File: config.mk
export PLATFORM = sky130hd
export DESIGN_NAME = alu_mc
export DESIGN_NICKNAME = d
export VERILOG_FILES = /design/src/rtl/alu_pkg.sv /design/src/rtl/alu_core.sv /design/src/rtl/alu_mc.sv
export SDC_FILE = /design/constraint.sdc
export NUM_CORES = 1
export LEC_CHECK = 0
export ABC_AREA = 0
export CORE_MARGIN = 3
export CORE_UTILIZATION = 45
export DETAILED_ROUTE_END_ITERATION = 8
export GPL_TIMING_DRIVEN = 0
export PLACE_DENSITY = 0.72
export SLEW_MARGIN = 40
export SYNTH_ARGS = -nofsm -noshare
export SYNTH_HDL_FRONTEND = slang
export SYNTH_SLANG_ARGS = --single-unit
File: constraint.sdc
create_clock -name clk -period 2.9 [get_ports clk]
set_clock_uncertainty 0.1 [all_clocks]
set_input_delay 0.29 -clock clk [delete_from_list [all_inputs] [get_ports clk]]
set_output_delay 0.29 -clock clk [all_outputs]
set_load 0.005 [all_outputs]
File: src/rtl/alu_pkg.sv
// rtl/alu_pkg.sv - shared op codes, FSM states and widths for the multi-cycle ALU
package alu_pkg;

  localparam int OPW = 3;

  typedef enum logic [OPW-1:0] {
    OP_AND = 3'b000,
    OP_XOR = 3'b001,
    OP_ADD = 3'b010,
    OP_SUB = 3'b011,
    OP_OR  = 3'b100,
    OP_SHL = 3'b101,
    OP_SHR = 3'b110,
    OP_MUL = 3'b111
  } op_e;

  typedef enum logic [1:0] {
    IDLE,
    EXEC,
    DONE
  } state_e;

endpackage

File: src/rtl/alu_core.sv
// rtl/alu_core.sv - combinational logic/add/sub slice with carry and signed overflow
module alu_core
  import alu_pkg::*;
#(
  parameter int WIDTH = 8
) (
  input  logic [WIDTH-1:0] a,
  input  logic [WIDTH-1:0] b,
  input  op_e              op,
  output logic [WIDTH-1:0] y,
  output logic             cout,
  output logic             ovf
);

  logic [WIDTH:0] sum;
  logic [WIDTH:0] diff;

  // Subtraction as A + ~B + 1 so the carry reads as "no borrow".
  assign sum  = {1'b0, a} + {1'b0, b};
  assign diff = {1'b0, a} + {1'b0, ~b} + (WIDTH+1)'(1);

  always_comb begin
    y    = '0;
    cout = 1'b0;
    ovf  = 1'b0;
    case (op)
      OP_AND: y = a & b;
      OP_XOR: y = a ^ b;
      OP_OR:  y = a | b;
      OP_ADD: begin
        y    = sum[WIDTH-1:0];
        cout = sum[WIDTH];
        ovf  = (a[WIDTH-1] == b[WIDTH-1]) && (sum[WIDTH-1] != a[WIDTH-1]);
      end
      OP_SUB: begin
        y    = diff[WIDTH-1:0];
        cout = diff[WIDTH];
        ovf  = (a[WIDTH-1] != b[WIDTH-1]) && (diff[WIDTH-1] != a[WIDTH-1]);
      end
      default: ;
    endcase
  end

endmodule

File: src/rtl/alu_mc.sv
// rtl/alu_mc.sv - multi-cycle ALU with bit-serial shifts and shift-add multiply
module alu_mc
  import alu_pkg::*;
#(
  parameter  int WIDTH = 8,
  localparam int SHW   = $clog2(WIDTH)
) (
  input  logic             clk,
  input  logic             rst,
  input  logic             in_valid,
  output logic             in_ready,
  input  logic [OPW-1:0]   op,
  input  logic [WIDTH-1:0] i0,
  input  logic [WIDTH-1:0] i1,
  output logic             out_valid,
  input  logic             out_ready,
  output logic [WIDTH-1:0] o,
  output logic             cout,
  output logic             zero,
  output logic             neg,
  output logic             ovf
);

  // Counter holds iterations + 1: steps run while cnt > 1, cnt == 1 stages the
  // result, cnt == 0 writes the output registers.
  localparam int CW = $clog2(2*WIDTH + 2);

  state_e             state, state_nxt;
  op_e                op_q;
  logic [WIDTH-1:0]   a_q, b_q;
  logic [2*WIDTH-1:0] acc;
  logic               sc;
  logic [CW-1:0]      cnt, cnt_load;
  logic [WIDTH-1:0]   res_q;
  logic               rc_q, rv_q;
  logic [WIDTH:0]     mul_sum;
  logic [WIDTH-1:0]   core_y;
  logic               core_c, core_v;
  logic               accept;

  alu_core #(.WIDTH(WIDTH)) u_core (
    .a    (a_q),
    .b    (b_q),
    .op   (op_q),
    .y    (core_y),
    .cout (core_c),
    .ovf  (core_v)
  );

  assign in_ready  = (state == IDLE);
  assign out_valid = (state == DONE);
  assign accept    = in_valid && in_ready;
  assign mul_sum   = {1'b0, acc[2*WIDTH-1:WIDTH]} + (acc[0] ? {1'b0, a_q} : '0);

  always_comb begin
    cnt_load = CW'(1);
    case (op_e'(op))
      OP_SHL, OP_SHR: cnt_load = CW'(i1[SHW-1:0]) + CW'(1);
      OP_MUL:         cnt_load = CW'(WIDTH + 1);
      default:        cnt_load = CW'(1);
    endcase
  end

  always_ff @(posedge clk) begin
    if (rst) state <= IDLE;
    else     state <= state_nxt;
  end

  always_comb begin
    state_nxt = state;
    case (state)
      IDLE:    if (in_valid) state_nxt = EXEC;
      EXEC:    if (cnt == '0) state_nxt = DONE;
      DONE:    if (out_ready) state_nxt = IDLE;
      default: state_nxt = IDLE;
    endcase
  end

  always_ff @(posedge clk) begin
    if (rst) begin
      op_q  <= OP_AND;
      a_q   <= '0;
      b_q   <= '0;
      acc   <= '0;
      sc    <= 1'b0;
      cnt   <= '0;
      res_q <= '0;
      rc_q  <= 1'b0;
      rv_q  <= 1'b0;
      o     <= '0;
      cout  <= 1'b0;
      zero  <= 1'b0;
      neg   <= 1'b0;
      ovf   <= 1'b0;
    end else if (accept) begin
      op_q <= op_e'(op);
      a_q  <= i0;
      b_q  <= i1;
      acc  <= {{WIDTH{1'b0}}, i1};
      sc   <= 1'b0;
      cnt  <= cnt_load;
    end else if (state == EXEC) begin
      if (cnt > CW'(1)) begin
        case (op_q)
          OP_SHL:  {sc, a_q} <= {a_q, 1'b0};
          OP_SHR:  {a_q, sc} <= {1'b0, a_q};
          OP_MUL:  acc <= {mul_sum, acc[WIDTH-1:1]};
          default: ;
        endcase
      end
      if (cnt == CW'(1)) begin
        case (op_q)
          OP_SHL, OP_SHR: begin
            res_q <= a_q;
            rc_q  <= sc;
            rv_q  <= 1'b0;
          end
          OP_MUL: begin
            res_q <= acc[WIDTH-1:0];
            rc_q  <= |acc[2*WIDTH-1:WIDTH];
            rv_q  <= 1'b0;
          end
          default: begin
            res_q <= core_y;
            rc_q  <= core_c;
            rv_q  <= core_v;
          end
        endcase
      end
      if (cnt != '0) begin
        cnt <= cnt - CW'(1);
      end else begin
        o    <= res_q;
        cout <= rc_q;
        ovf  <= rv_q;
        zero <= (res_q == '0);
        neg  <= res_q[WIDTH-1];
      end
    end
  end

endmodule

== Word level (Yosys, flattened, before mapping) ==
Cells that the tools add are included.
Widths: inputs -> output; s select.

* Output and inout port bits: 14
* Register bits after elaboration: 65
* Bits in latches: 0
* Input bits: 23
* Memories: 0
* Logic and storage cells: 100
* Memory bits (read-only): 0
* Bits in writable memories: 0

* Multiply operators: 0
* Div/mod/pow operators: 0
* Shift operators: 0
* Bitwise operators: 6
* Mux-type cells: 24
* Add/subtract/negate cells: 6
* Magnitude comparators: 1
* Equal/unequal tests: 20
* Reduce and logical (&&, ||, !) cells: 27

{| class="wikitable"
|+ Operators by type and width
! kind !! count
|-
| $mux 8 || 8
|-
| $pmux 8 s5 || 1
|-
| $pmux 8 s2 || 2
|-
| $add 8x8->9 || 3
|-
| $eq 3x3->1 const B || 7
|-
| $reduce_and 3->1 || 7
|-
| $mux 5 || 3
|-
| $reduce_bool 2->1 || 5
|-
| $add 9x1->9 const B || 1
|-
| $and 8x8->8 || 1
|-
| $logic_not 8->1 || 1
|-
| $not 8->8 || 1
|-
| $or 8x8->8 || 1
|-
| $pmux 1 s2 || 4
|-
| $pmux 4 s2 || 1
|-
| $reduce_or 8->1 || 1
|-
| $xor 8x8->8 || 1
|-
| $eq 3x2->1 const B || 2
|-
| $mux 2 || 3
|-
| $pmux 2 s3 || 1
|-
| $reduce_or 2->1 || 3
|-
| $eq 5x1->1 const B || 1
|-
| $gt 5x1->1 const B || 1
|-
| $logic_not 5->1 || 1
|-
| other kinds (18) || 24
|}

== Longest topological paths before layout ==
* Word-level depth: 7
* Mapped depth: 10
* Mapped depth without buffers: 10

== Modules after synthesis ==
From an unflattened synthesis, not the netlist that was laid out.

* Cell total of the unflattened synthesis: 573
* Area total of the unflattened synthesis: 4539.4 µm²

{| class="wikitable"
|+ By module, submodules not included
! module !! times used !! cells an instance !! area an instance (µm²) !! sequential area each (µm²)
|-
| alu_mc || 1 || 408 || 3313.2 || 1281.2
|-
| alu_core || 1 || 165 || 1226.2 || 0.0
|}

== Least setup slack after synthesis ==
No wires, ideal clock.

* Path kind: reg2reg
* Start: reg a_q[1]
* End: reg res_q[5]
* Library setup time: 0.116 ns
* Arrival time: 2.103 ns
* Path slack: 0.582 ns
* Cell stages (with the launch flop): 9
* Buffers on the path: 0
* Period minus slack after synthesis: 2.318 ns
* Path through: dfxtp_1 inv_1 ha_1 o21ba_1 or4_1 nand3_1 xnor2_1 a32o_1 a31o_1

* Word-level cells in the longest chain between the ends: 4
* Elaborated cells between the ends (all ways): 5

{| class="wikitable"
|+ RTL lines
! what !! line !! RTL
|-
| start: declaration || alu_mc.sv:30 || <nowiki>logic [WIDTH-1:0] a_q, b_q;</nowiki>
|-
| start signal: assignment || alu_mc.sv:97 || <nowiki>a_q <= i0;</nowiki>
|-
| start signal: assignment || alu_mc.sv:105 || <nowiki>OP_SHL: {sc, a_q} <= {a_q, 1'b0};</nowiki>
|-
| start signal: assignment || alu_mc.sv:106 || <nowiki>OP_SHR: {a_q, sc} <= {1'b0, a_q};</nowiki>
|-
| $add 8x8->9 || alu_core.sv:20 || <nowiki>assign diff = {1'b0, a} + {1'b0, ~b} + (WIDTH+1)'(1);</nowiki>
|-
| $add 9x1->9 || alu_core.sv:20 ||
|-
| $pmux 8 s5 (*) || alu_core.sv:26 || <nowiki>case (op)</nowiki>
|-
| $pmux 8 s2 (*) || alu_mc.sv:112 || <nowiki>case (op_q)</nowiki>
|-
| end signal: assignment || alu_mc.sv:114 || <nowiki>res_q <= a_q;</nowiki>
|-
| end signal: assignment || alu_mc.sv:119 || <nowiki>res_q <= acc[WIDTH-1:0];</nowiki>
|-
| end signal: assignment || alu_mc.sv:124 || <nowiki>res_q <= core_y;</nowiki>
|-
| end: declaration || alu_mc.sv:34 || <nowiki>logic [WIDTH-1:0] res_q;</nowiki>
|}

Every way passes the cells marked *; elsewhere a longest branch is shown, timed or not.
A chain may end at the register's enable or synchronous reset.

== Worst setup path after layout ==
* Start: reg a_q[5]
* End: reg rv_q

* Word-level cells in the longest chain between the ends: 6
* Elaborated cells between the ends (all ways): 9

{| class="wikitable"
|+ RTL lines
! what !! line !! RTL
|-
| $add 8x8->9 || alu_core.sv:20 ||
|-
| $add 9x1->9 || alu_core.sv:20 ||
|-
| $ne 1x1->1 || alu_core.sv:38 || <nowiki>ovf = (a[WIDTH-1] != b[WIDTH-1]) && (diff[WIDTH-1] != a[WIDTH-1]);</nowiki>
|-
| $logic_and 1x1->1 || alu_core.sv:38 ||
|-
| $pmux 1 s2 (*) || alu_core.sv:26 ||
|-
| $mux 1 (*) || alu_mc.sv:112 ||
|-
| end signal: assignment || alu_mc.sv:126 || <nowiki>rv_q <= core_v;</nowiki>
|-
| end: declaration || alu_mc.sv:35 || <nowiki>logic rc_q, rv_q;</nowiki>
|}

Marked as above.

==> results.txt <==
gpl congestion: 0.992
crit share post-route: 92.2%
path category of the worst min-delay check: reg -> reg
GRT Util Overall: 25.0%
Worst-Margin Slew: 0.686 ns
WL final: 13800 um
Mapped Nets: 655
Fillers: 953
Syn. warnings: 0
crit-path max FO: 10
Vert. Die Dim: 106 um
Fmax: 0.374 GHz
Mapped Cells: 593
total CTS buffers: 9
Post-synth top cells: nand2_1 (83), dfxtp_1 (64), a21oi_1 (56), nor2_1 (56), ha_1 (36)
max_cap viols: 0
number of flops mapped to enable cells by yosys: 0
CP max stage delay: 0.52 ns
Mean Syn Cell Area: 7.57 um^2
synth top area cells: dfxtp_1 (29%), ha_1 (10%), nand2_1 (6.9%)
PortBufs: 36
Synth Register Bits: 64
crit path kind: reg -> reg
Max IR drop VDD: 0.000309 V
CTS Root Cell: clkbuf_8
setup bufs post-CTS: 0
sequential area share after synthesis: 28.5%
first-pass GRT wire length: 22500 um
Routed Antenna Nets: 0
# placed instances: 758
static leakage: 2.08 nW
crit path time final: 2.67 ns
pin count of the biggest net entering global routing: 13
Power Density: 476 mW/mm^2
wire per inst: 17.9 um
initial antenna violation count: 0
fraction of layout cells with a size suffix above 1: 6.36%
CP top delay family: compound AO/OA/AOI/OAI gates
CP required: 3.00 ns
ys flop type: dfxtp_1
# hold bufs at CTS: 0
fin cells: 774
Worst Path Buf+Inv: 2
Initial Utilization: 47.5%
Max clock buf depth: 2
Via-to-Cell Ratio: 5.99
CP arrival: 2.77 ns
CTS sink cnt: 64
post-synth cell types: 66
Synth area leader: dfxtp_1
Slowest cell on crit path: dfxtp_1
core area: 0.00946 mm^2
1st-pass router iterations: 5
CP Capture Type: flip-flop
Relative slew margins: 54.3%
Final Max Tran Viols: 0
diode count: 0
GRT overflow: 0
Reg clk slew, reported paths: 0.08 ns
Die W: 106 um
top-count cell post-synth: nand2_1
status: complete, no violations
DR iter-0 viols: 396
async set-reset flop share out of synthesis: 0%
Site Rows: 35
H-tree levels: 3
RSZ-0062 raised after global routing: no
Top Ports: 37
CTS resizes: 0
Area growth, synth to finish: 15.6%
type of origin of the critical path: flip-flop
die area: 0.0112 mm^2
# setup viols final: 0
fin nets: 702
Synth top area share: 28.5%
Fin. Hold Viols: 0
vias post-DR: 4640
Post-route DRC: 0
Hold WS: 0.381 ns
setup tns final: 0 ns
CTS tree: built
vias in the first global route: 4450
Synth Cell Area: 0.00449 mm^2
worst path cell trace: inv_1 -> ha_1 -> clkbuf_1 -> nor3_1 -> a211oi_1 -> nor2_1 -> a32oi_1 -> a221oi_2
Clock Latency Late Sink: 0.35 ns
Detail Placement HPWL: 10600 um
-- layer usage --
metal / GRT usage, % / part of all wire (%) / routed length [um]
met2: 40.5 / 45 / 6240
met3: 3.52 / 7.0 / 961
met4: 10.6 / 3.5 / 484
met1: 33.4 / 44 / 6130
met5: 0 / 0 / 0
-- logic make-up (layout without fill, tap and decap cells) --
logic type	after synthesis	in the layout	synth area share [%]
AOI/OAI and AO/OA	167	167	24.6
DFF	64	64	28.5
and+or+nand+nor	224	224	23.0
xor gates and xnor gates	12	12	2.34
buffers and inverters	71	123	6.55
muxes	15	15	3.37
adders and majority gates	40	40	11.6
-- final cells by class --
class                      instances  area [um^2]  area share [%]
multi-input combinational        458         2920            56.1
buffer                            37          166            3.20
sequential                        64         1280            24.7
clock inverter                     6         42.5           0.819
timing repair buffer              36          360            6.94
inverter                          34          128            2.46
clock buffer                      10          138            2.65
tap                              129          161            3.11
-- tightest hold or removal path, delay by kind of cell, from the launching register on --
| family | cells | cell delay, ns |
|---|---|---|
| simple gates | 1 | 0.06 |
| flops | 1 | 0.33 |
| compound gates | 1 | 0.05 |
-- placed cells by master (no fill, tap or decap), types with 4 or more instances in the layout --
cell / netlist / final
buf_2: 13 / 13
nand2_1: 83 / 83
and3_1: 6 / 6
o22ai_1: 6 / 6
xor2_1: 4 / 4
mux2i_1: 14 / 14
inv_1: 33 / 33
a22oi_1: 4 / 4
and2_1: 9 / 9
nor2b_1: 7 / 7
o211a_1: 4 / 4
nor2_1: 56 / 56
nor3_1: 21 / 21
clkbuf_1: 20 / 20
nand2b_1: 8 / 8
clkbuf_8: 0 / 10
a31oi_1: 13 / 13
a21oi_1: 56 / 56
nor4_1: 5 / 5
a21o_1: 4 / 4
ha_1: 36 / 36
o21ai_0: 16 / 16
nand3_1: 11 / 11
clkdlybuf4s50_1: 0 / 36
a311oi_1: 4 / 4
xnor2_1: 8 / 8
dfxtp_1: 64 / 64
o211ai_1: 16 / 16
o31ai_1: 4 / 4
a211oi_1: 9 / 9
-- sequential cells by signal, indices dropped and copies added (netlist names) --
name,flops
a_q,8
acc,16
b_q,8
cnt,5
cout,1
o,8
op_q,3
ovf,1
rc_q,1
res_q,8
rv_q,1
sc,1
state,2
zero,1
-- final timing paths --
kind,startpoint,end,slack (ns),depth (start not counted)
max,a_q[5],rv_q,0.23,8
min,acc[10],acc[10],0.38,2
max reg2reg,a_q[5],rv_q,0.23,8
min reg2reg,acc[10],acc[10],0.38,2
-- through the flow --
step / area, um^2 / worst slack [ns] / total power, W / utilization (%)
after CTS: 5190 / 0.261 / 0.00246 / 54.9
final: 5190 / 0.225 / 0.00247 / 54.9
after detailed placement: 5010 / 0.274 / 0.00176 / 53.0
after floorplan: 4490 / 0.582 / 0.00152 / -
after global routing: 5190 / 0.0874 / 0.00260 / 54.9
after global placement: 5010 / 0.331 / 0.00174 / 53.0
-- power breakdown --
group	internal [W]	switching [W]	total [W]
Combinational	0.000295	0.000461	0.000756
Clock	0.000334	0.000376	0.000711
Sequential	0.000933	0.0000721	0.00101
Total	0.00156	0.000910	0.00247
No activity file was read; power rests on OpenSTA's default activity.
==> edit, RTL diff (same flow settings) <==
The 3 states of `state_e` get a one-hot encoding in 3 bits.
--- a/src/rtl/alu_pkg.sv
+++ b/src/rtl/alu_pkg.sv
@@ -14,10 +14,10 @@
     OP_MUL = 3'b111
   } op_e;
 
-  typedef enum logic [1:0] {
-    IDLE,
-    EXEC,
-    DONE
+  typedef enum logic [2:0] {
+    IDLE = 3'b001,
+    EXEC = 3'b010,
+    DONE = 3'b100
   } state_e;
 
 endpackage
Formal check against the unedited RTL: same outputs for any inputs over 10 cycles, from zero or initial values and one cycle with rst high; not proved beyond that.
==> edit against the unedited design <==
Sequential share of layout area about the same; cell count grew 0.13%; area after synthesis rose by 1.4%; non-clock buffer count shrank 3; final area up 1.6%; power down 9.3%; worst setup slack got worse by 0.097 ns; routed wire length shrank 0.22%; sequential cell count is 1 higher; count of clock-buffer cells in the layout did not move.
==> edit: results <==
[cts]
cts_max_path_buffers = 2
postCtsSetupRepairBufs = 0
cts-root-buf = "clkbuf_8"
numCtsBuffers = 9
clk_latency_ns = 0.36
path_clk_slew_ns = 0.08
h-tree-depth = 3

[setup_path]
critical_path.slowest_cell = "a211oi_1"
slowest_delay_ns = 0.59
crit_arrival_ns = 2.94
worstPathMaxFanout = 7
path_delay_family = "compound AO/OA/AOI/OAI gates"

[placed_design]
numPortBuffers = 36
gp_congestion = 0.954
dp_hpwl_um = 10600

[routing]
post_drt_wl_per_cell_um = 17.8
vias_per_cell = 5.89
drtIter0Drc = 355
first_pass_iters = 7

[layout]
buffer_area_share_pct = 9.63
n_all_buffers = 70
antennaDiodeCount = 0
top_register = "acc"
multi_input_gates = 456
drive_gt1_share_pct = 6.07
fillers = 986
largest_register_ffs = 16
inv_count = 35
seq_area_share_pct = 24.7
fin_nets = 701
multi_input_area_share_pct = 56.3
clock_buffers = 10
nFlopsAndLatches = 65
clock_area_share_pct = 3.68

[logic_synthesis]
synth_area_leaders = "dfxtp_1, ha_1, nand2_1"
synth_nets = 654
ys.flop_type = "dfxtp_1"
seq_area_frac_synth_pct = 28.6
synth_commonest_cells = "nand2_1, dfxtp_1, nor2_1"
synthArstFlopShare_pct = 0
yosysWarnings = 0
ys_types = 62

[sta]
worst_slew_pin_slew_ns = 0.657

[pwr]
p_leak_nw = 2.03
worst_ir_drop_vdd_mv = 0.368

[outcome]
run_status = "finished, final reports clean"

[global_routing]
grt_max_degree = 13
grt_pass1_vias = 4383
antenna_found_initial = 0
grt_usage_pct = 24.6
grt_pass1_wl_um = 22300

[worst_hold_path]
hp-class = "flop to flop"
edit: final timing paths:
kind                            slack, ns        to  cells past startpoint  startpoint
worst max-delay path                 0.13  res_q[6]                      8      a_q[3]
worst max register to register       0.13  res_q[6]                      8      a_q[3]
worst min register to register       0.38      rv_q                      2        rv_q
worst min-delay path                 0.38      rv_q                      2        rv_q
edit: kinds of logic after synthesis:
group	after synthesis	synth area share, %
mux	17	3.79
flops	65	28.6
xor+xnor	12	2.31
fa+ha+maj	41	11.8
simple gates	224	23.0
compound gates	162	24.4
buf+inv	69	6.13
edit: layer usage:
layer	vias to the layer above	track usage, %	share of wire, %
li1	2185	-	-
met1	2164	33.3	46
met2	194	40.6	45
met3	18	4.52	7.8
met4	0	5.75	1.1
met5	-	0	0
edit: metrics by stage:
stage / power, mW / setup WS, ns / cells / util [%] / area [µm²]
floorplan: 1.30 / 0.500 / 590 / - / 4550
finish: 2.24 / 0.128 / 775 / 53.7 / 5280
global route: 2.33 / 0.0116 / 775 / 53.7 / 5280
CTS: 2.23 / 0.107 / 775 / 53.7 / 5270
detailed placement: 1.46 / 0.144 / 759 / 51.7 / 5080
global placement: 1.45 / 0.178 / 759 / 51.7 / 5080
edit: report_power, final:
| group | switching (mW) | leakage, nW | internal (mW) |
|---|---|---|---|
| Combinational | 0.297 | 1.41 | 0.183 |
| Clock | 0.390 | 0.0889 | 0.398 |
| Sequential | 0.0481 | 0.529 | 0.926 |
| Total | 0.735 | 2.03 | 1.51 |
edit: repair_timing:
item	4_1_cts	5_1_grt
resized for setup	0	2
endpoints found under the hold margin	0	0
setup endpoints to repair	0	2
